`config.mk`:
```
export PLATFORM = sky130hd
export DESIGN_NAME = apple_1_pia
export DESIGN_NICKNAME = d
export VERILOG_FILES = /design/src/rtl/apple_1_pia.sv
export SDC_FILE = /design/constraint.sdc
export NUM_CORES = 1
export LEC_CHECK = 0
export BUFFER_PORTS_ARGS = -buffer_cell sky130_fd_sc_hd__buf_2
export CAP_MARGIN = 0
export CORE_ASPECT_RATIO = 0.7
export CORE_UTILIZATION = 40
export DETAILED_ROUTE_END_ITERATION = 8
export PLACE_DENSITY_LB_ADDON = 0.05
export SKIP_LAST_GASP = 1
export SYNTH_ARGS = -nofsm -noshare
export SYNTH_HDL_FRONTEND = slang
export SYNTH_SLANG_ARGS = --single-unit
```
`constraint.sdc`:
```
create_clock -name clk -period 2 [get_ports clk]
set_input_delay 0 -clock clk [delete_from_list [all_inputs] [get_ports clk]]
set_output_delay 0 -clock clk [all_outputs]
set_load 0.1 [all_outputs]
```
`src/rtl/apple_1_pia.sv`:
```
// apple_1_pia: Apple-1 keyboard/display PIA sitting on the 6502 bus next to the
// WozMon ROM. It has four registers (KBD, KBDCR, DSP, DSPCR) at BASE_ADDR+0..3.
// Read data is registered, so it returns one clock after the address, like the ROM.
//
// Host handshakes: both channels use valid/ready. A transfer happens on a rising
// clock edge where valid and ready are both 1. A source holds valid and data stable
// until that transfer. Neither ready depends combinationally on the other side's valid.
//
// Optional feature: define APPLE1_PIA_UPPERCASE_EN to fold a..z to A..Z at push time.
module apple_1_pia #(
  parameter logic [15:0] BASE_ADDR = 16'hD010,
  parameter int          KBD_DEPTH = 4
) (
  input  logic        clk,
  input  logic        reset,
  input  logic [15:0] AB,
  input  logic [7:0]  DO,
  input  logic        WE,
  output logic [7:0]  pia_dout,
  output logic        pia_sel,
  input  logic [6:0]  kbd_data,
  input  logic        kbd_valid,
  output logic        kbd_ready,
  output logic [6:0]  dsp_data,
  output logic        dsp_valid,
  input  logic        dsp_ready
);

  localparam int PW = (KBD_DEPTH > 1) ? $clog2(KBD_DEPTH) : 1;

  // CPU-side registers
  logic [7:0]    r_pia_dout;
  logic          r_pia_sel;
  logic [6:0]    r_kbdcr;
  logic [6:0]    r_dspcr;
  logic [7:0]    r_ddr;
  logic [6:0]    r_kbd_last;
  logic [6:0]    r_dsp_data;
  logic          r_dsp_valid;

  // keyboard FIFO
  logic [6:0]    r_mem [KBD_DEPTH];
  logic [PW-1:0] r_wptr;
  logic [PW-1:0] r_rptr;
  logic [PW:0]   r_count;

  logic          w_hit;
  logic          w_rd;
  logic          w_wr;
  logic [1:0]    w_off;
  logic          w_empty;
  logic          w_full;
  logic          w_push;
  logic          w_pop;
  logic [6:0]    w_head;
  logic [6:0]    w_kbd_in;
  logic [7:0]    w_rd_val;
  logic          w_dsp_accept;
  logic          w_dsp_done;

  assign w_hit   = (AB[15:2] == BASE_ADDR[15:2]);
  assign w_rd    = w_hit & ~WE;
  assign w_wr    = w_hit & WE;
  assign w_off   = AB[1:0];

  // Depth is a power of two, so "full" is exactly the count MSB.
  assign w_empty = (r_count == '0);
  assign w_full  = r_count[PW];
  assign w_head  = r_mem[r_rptr];

  assign w_push  = kbd_valid & ~w_full;
  assign w_pop   = w_rd & (w_off == 2'd0) & ~w_empty;

  // A display write is taken only in display mode and only when nothing is pending.
  assign w_dsp_accept = w_wr & (w_off == 2'd2) & r_dspcr[2] & ~r_dsp_valid;
  assign w_dsp_done   = r_dsp_valid & dsp_ready;

`ifdef APPLE1_PIA_UPPERCASE_EN
  // Fold lower-case ASCII to upper case before it enters the FIFO.
  always_comb begin
    w_kbd_in = kbd_data;
    if ((kbd_data >= 7'h61) && (kbd_data <= 7'h7A)) begin
      w_kbd_in = kbd_data - 7'h20;
    end
  end
`else
  assign w_kbd_in = kbd_data;
`endif

  // Register read mux; values reflect state before this cycle's side effects.
  always_comb begin
    w_rd_val = 8'h00;
    case (w_off)
      2'd0: w_rd_val = {1'b1, (w_empty ? r_kbd_last : w_head)};
      2'd1: w_rd_val = {~w_empty, r_kbdcr};
      2'd2: w_rd_val = r_dspcr[2] ? {r_dsp_valid, r_dsp_data} : r_ddr;
      2'd3: w_rd_val = {1'b0, r_dspcr};
      default: w_rd_val = 8'h00;
    endcase
  end

  // FIFO storage; contents need no reset because the pointers define validity.
  always_ff @(posedge clk) begin
    if (w_push) begin
      r_mem[r_wptr] <= w_kbd_in;
    end
  end

  // FIFO pointers and occupancy; pointers wrap naturally at the power-of-two depth.
  always_ff @(posedge clk or posedge reset) begin
    if (reset) begin
      r_wptr  <= '0;
      r_rptr  <= '0;
      r_count <= '0;
    end else begin
      if (w_push) begin
        r_wptr <= r_wptr + 1'b1;
      end
      if (w_pop) begin
        r_rptr <= r_rptr + 1'b1;
      end
      case ({w_push, w_pop})
        2'b10:   r_count <= r_count + 1'b1;
        2'b01:   r_count <= r_count - 1'b1;
        default: r_count <= r_count;
      endcase
    end
  end

  // Registered read response: pia_sel marks a read hit from the previous cycle.
  always_ff @(posedge clk or posedge reset) begin
    if (reset) begin
      r_pia_sel  <= 1'b0;
      r_pia_dout <= 8'h00;
    end else begin
      r_pia_sel <= w_rd;
      if (w_rd) begin
        r_pia_dout <= w_rd_val;
      end
    end
  end

  // Control registers, DDR and the last popped keyboard character.
  always_ff @(posedge clk or posedge reset) begin
    if (reset) begin
      r_kbdcr    <= 7'h00;
      r_dspcr    <= 7'h00;
      r_ddr      <= 8'h00;
      r_kbd_last <= 7'h00;
    end else begin
      if (w_pop) begin
        r_kbd_last <= w_head;
      end
      if (w_wr) begin
        case (w_off)
          2'd1: r_kbdcr <= DO[6:0];
          2'd2: if (!r_dspcr[2]) r_ddr <= DO;
          2'd3: r_dspcr <= DO[6:0];
          default: ;
        endcase
      end
    end
  end

  // Display output channel: a write loads the char, the host handshake clears it.
  always_ff @(posedge clk or posedge reset) begin
    if (reset) begin
      r_dsp_valid <= 1'b0;
      r_dsp_data  <= 7'h00;
    end else begin
      if (w_dsp_accept) begin
        r_dsp_valid <= 1'b1;
        r_dsp_data  <= DO[6:0];
      end else if (w_dsp_done) begin
        r_dsp_valid <= 1'b0;
      end
    end
  end

  assign pia_dout  = r_pia_dout;
  assign pia_sel   = r_pia_sel;
  assign kbd_ready = ~w_full;
  assign dsp_data  = r_dsp_data;
  assign dsp_valid = r_dsp_valid;

endmodule

```
==> results.md <==
* Status: completed
* DPL Wire Length at 5330 um
* Crit start category: flop
* Syn Inst Count at 229
* Final Cycle Share at 94.6%
* CTS tree: built
* Layout cells sized above 1 at 45.1%
* Critical path class: flop to flop
* Remaining antenna violation count after routing at 0
* Clk pwr share at 36.7%
* Hold Fails Final Rpt at 0
* CP max FO at 8
* Sw Pwr at 1.08 mW
* First-pass GRT wire length at 11,800 um
* Sink Count at 81
* Commonest non-fill, non-tap cell in the layout: buf_2
* Root Buffer: clkbuf_16
* Actual slew at the worst max-slew pin at 615 ps
* WP data arrival at 2110 ps
* Worst path slowest cell: dfrtp_1
* Sequential power share at 48.2%
* Non-Filler Cell Area, Final at 0.00452 mm2
* Die height at 81.3 um
* CP max stage delay at 590 ps
* Post-synth cell types at 42
* Max Cap Viol at 0
* DR iter-0 viols at 98
* Critical path launch point: r_rptr[0]
* Synthesized area at 0.00359 mm2
* Sw frac at 26.8%
* # nets final at 354
* Pleak at 2.09 nW
* Most frequent cells in the layout: buf_2 (53), dfrtp_1 (52), mux2_2 (38)
* Internal power at 2.94 mW
* Sequential share of the synthesized area at 60.3%
* Initial antenna violation count at 0
* CTS H-tree lvls at 3
* Fin Setup TNS at 0 ps
* Placer Congestion at 0.681
* WHS Path Cells at 3
* Row count at 28
* Placement Cell Area at 0.00409 mm2
* Worst reg-to-reg path cell count at 3
* IO Pins at 54
* Drt via density at 4.95
* Hold Path Origin: WE
* Worst path bufs/invs at 0
* Pin count of the biggest net entering global routing at 29
* Initial Util at 41.9%
* Die area at 0.00937 mm2
* Core Footprint at 0.00858 mm2
* VDD IR max at 0.608 mV
* # DRC at 0
* CP endpoint kind: flop
* Worst-Skew Late Latency at 330 ps
* CTS buffer count at 9
* Relative slew slack at 58.9%
* Routed length per instance at 17.0 um
* Critical path, cell by cell: mux4_2 -> a221o_1 -> mux2_4
* Clk pin slew, worst setup/hold paths at 60 ps
* Final core utilization at 52.7%
* Area Overhead vs Synth at 25.9%
* Initial DRT Pass Iterations at 4
* Diodes inserted at 0
* Total track usage at 17.7%
* Via count at 2,161
* Die Wd at 115 um
* Fin crit period at 1890 ps
* Maximum root-to-sink buffer count at 2
* Number of synthesized flops with an enable pin at 28
* FF+latch count, synth at 81
* Comb power frac at 15.1%
* Fmax at 0.529 GHz
* Fin. max-slew vios at 0
* Synth warn at 0
* Global route total overflow at 0
* Async SR Flop Fraction at 65.4%
* Post-Route WL at 7420 um
* Final-report setup violation count at 0
* Fin Hold WS at 128 ps
* Power per cell area at 889 mW/mm2
* Cell family with most CP delay: multiplexers
* Worst EP required at 2220 ps
* R2R Path Start: r_rptr[0]
* PortBufs at 53
* RSZ-0062 raised after global routing: no
* Fillers at 735
* Final setup skew at 4.85 ps
* Synthesized area per cell at 15.7 um2
* Most used DFF post-synth: dfrtp_1
* Worst min path class: input pin to flop
* Crit. path cell count at 3
* Number of global-route vias before repair at 2,173
* Synthesized Nets at 271
-- Yosys cell counts, types with 2 or more instances --
cell,instances,share of area (%)
nor4b_1,2,0.49
and2_1,4,0.70
mux2i_1,13,3.6
buf_4,2,0.42
nor2b_1,2,0.35
o22ai_1,6,1.0
a221o_1,5,1.4
o21ai_0,4,0.56
mux4_2,6,3.8
nor2_1,3,0.31
edfxtp_1,28,23
clkbuf_1,3,0.31
inv_1,13,1.4
buf_2,5,0.70
xnor2_1,3,0.73
nand3_2,2,0.56
xor2_1,3,0.73
dfrtp_1,53,37
ha_1,5,1.7
mux2_1,2,0.63
nor3_2,2,0.56
mux2_4,5,2.1
a21o_1,2,0.42
mux2_2,38,12
-- sequential cells by signal, indices dropped and copies added (netlist names) --
register and count:
r_dspcr 7, pia_dout 8, r_kbd_last 7, r_wptr 2, r_mem 28, dsp_data 7
pia_sel 1, r_ddr 8, r_count 3, dsp_valid 1, r_kbdcr 7, r_rptr 2
-- layout make-up --
type | count | area, um2 | area share [%]
Inverter | 13 | 48.8 | 1.08
Clock inverter | 6 | 35.0 | 0.775
Timing Repair Buffer | 84 | 553 | 12.2
Multi-Input combinational cell | 123 | 1340 | 29.6
Clock buffer | 10 | 229 | 5.06
Tap cell | 120 | 150 | 3.32
Sequential cell | 81 | 2170 | 47.9
-- power groups by stage --
stage / clock network (mW) / registers [mW] / logic, mW
4_1_cts: 1.51 / 1.93 / 0.620
3_5_place_dp: 0 / 1.96 / 0.595
6_report: 1.47 / 1.94 / 0.609
2_1_floorplan: 0 / 1.95 / 0.404
5_1_grt: 1.58 / 1.95 / 0.689
3_3_place_gp: 0 / 1.96 / 0.588
-- worst paths after layout --
path,end,slack [ps]
max in group asynchronous,r_count[0],1140
hold reg to reg,r_kbd_last[2],500
setup reg to reg,pia_dout[5],110
setup / recovery,pia_dout[5],110
min in group asynchronous,r_ddr[3],290
hold / removal,pia_sel,130
-- through the flow --
stage,cells,power (mW),worst slack [ps]
floorplan,229,2.35,-37.6
detailed placement,404,2.56,71.3
global route,437,4.22,7.26
CTS,437,4.07,60.7
global placement,404,2.55,69.8
finish,437,4.02,109
-- worst min-delay path: stages --
cell     delay, ps
buf_2          170
nor2b_1         90
buf_4          160
-- layer usage --
| layer | global-route usage (%) | up-vias | routed length, um |
|---|---|---|---|
| met4 | 5.45 | 0 | 78 |
| met3 | 4.85 | 6 | 309 |
| met5 | 0 | - | 0 |
| li1 | - | 1021 | - |
| met1 | 26.7 | 1079 | 3910 |
| met2 | 24.6 | 55 | 3120 |
-- cell families (layout without fill, tap and decap cells) --
kind of cell             after synthesis  in the layout  share of synthesized area, %
AND/OR/NAND/NOR                       25             25                          5.61
buffers and inverters                 25            113                          3.24
adder cells (fa/ha/maj)                6              6                          2.30
AO/OA/AOI/OAI                         21             21                          4.35
multiplexers                          65             65                          22.7
XOR/XNOR                               6              6                          1.46
flip-flops                            81             81                          60.3
-- repair_timing --
| action | CTS | global route |
|---|---|---|
| setup endpoints to repair | 0 | 1 |
| hold endpoints to repair | 83 | 0 |
| buffers inserted | 0 | 0 |
| gates resized for setup | 0 | 2 |
| hold buffers | 17 | 0 |
No activity file was read; power rests on OpenSTA's default activity.
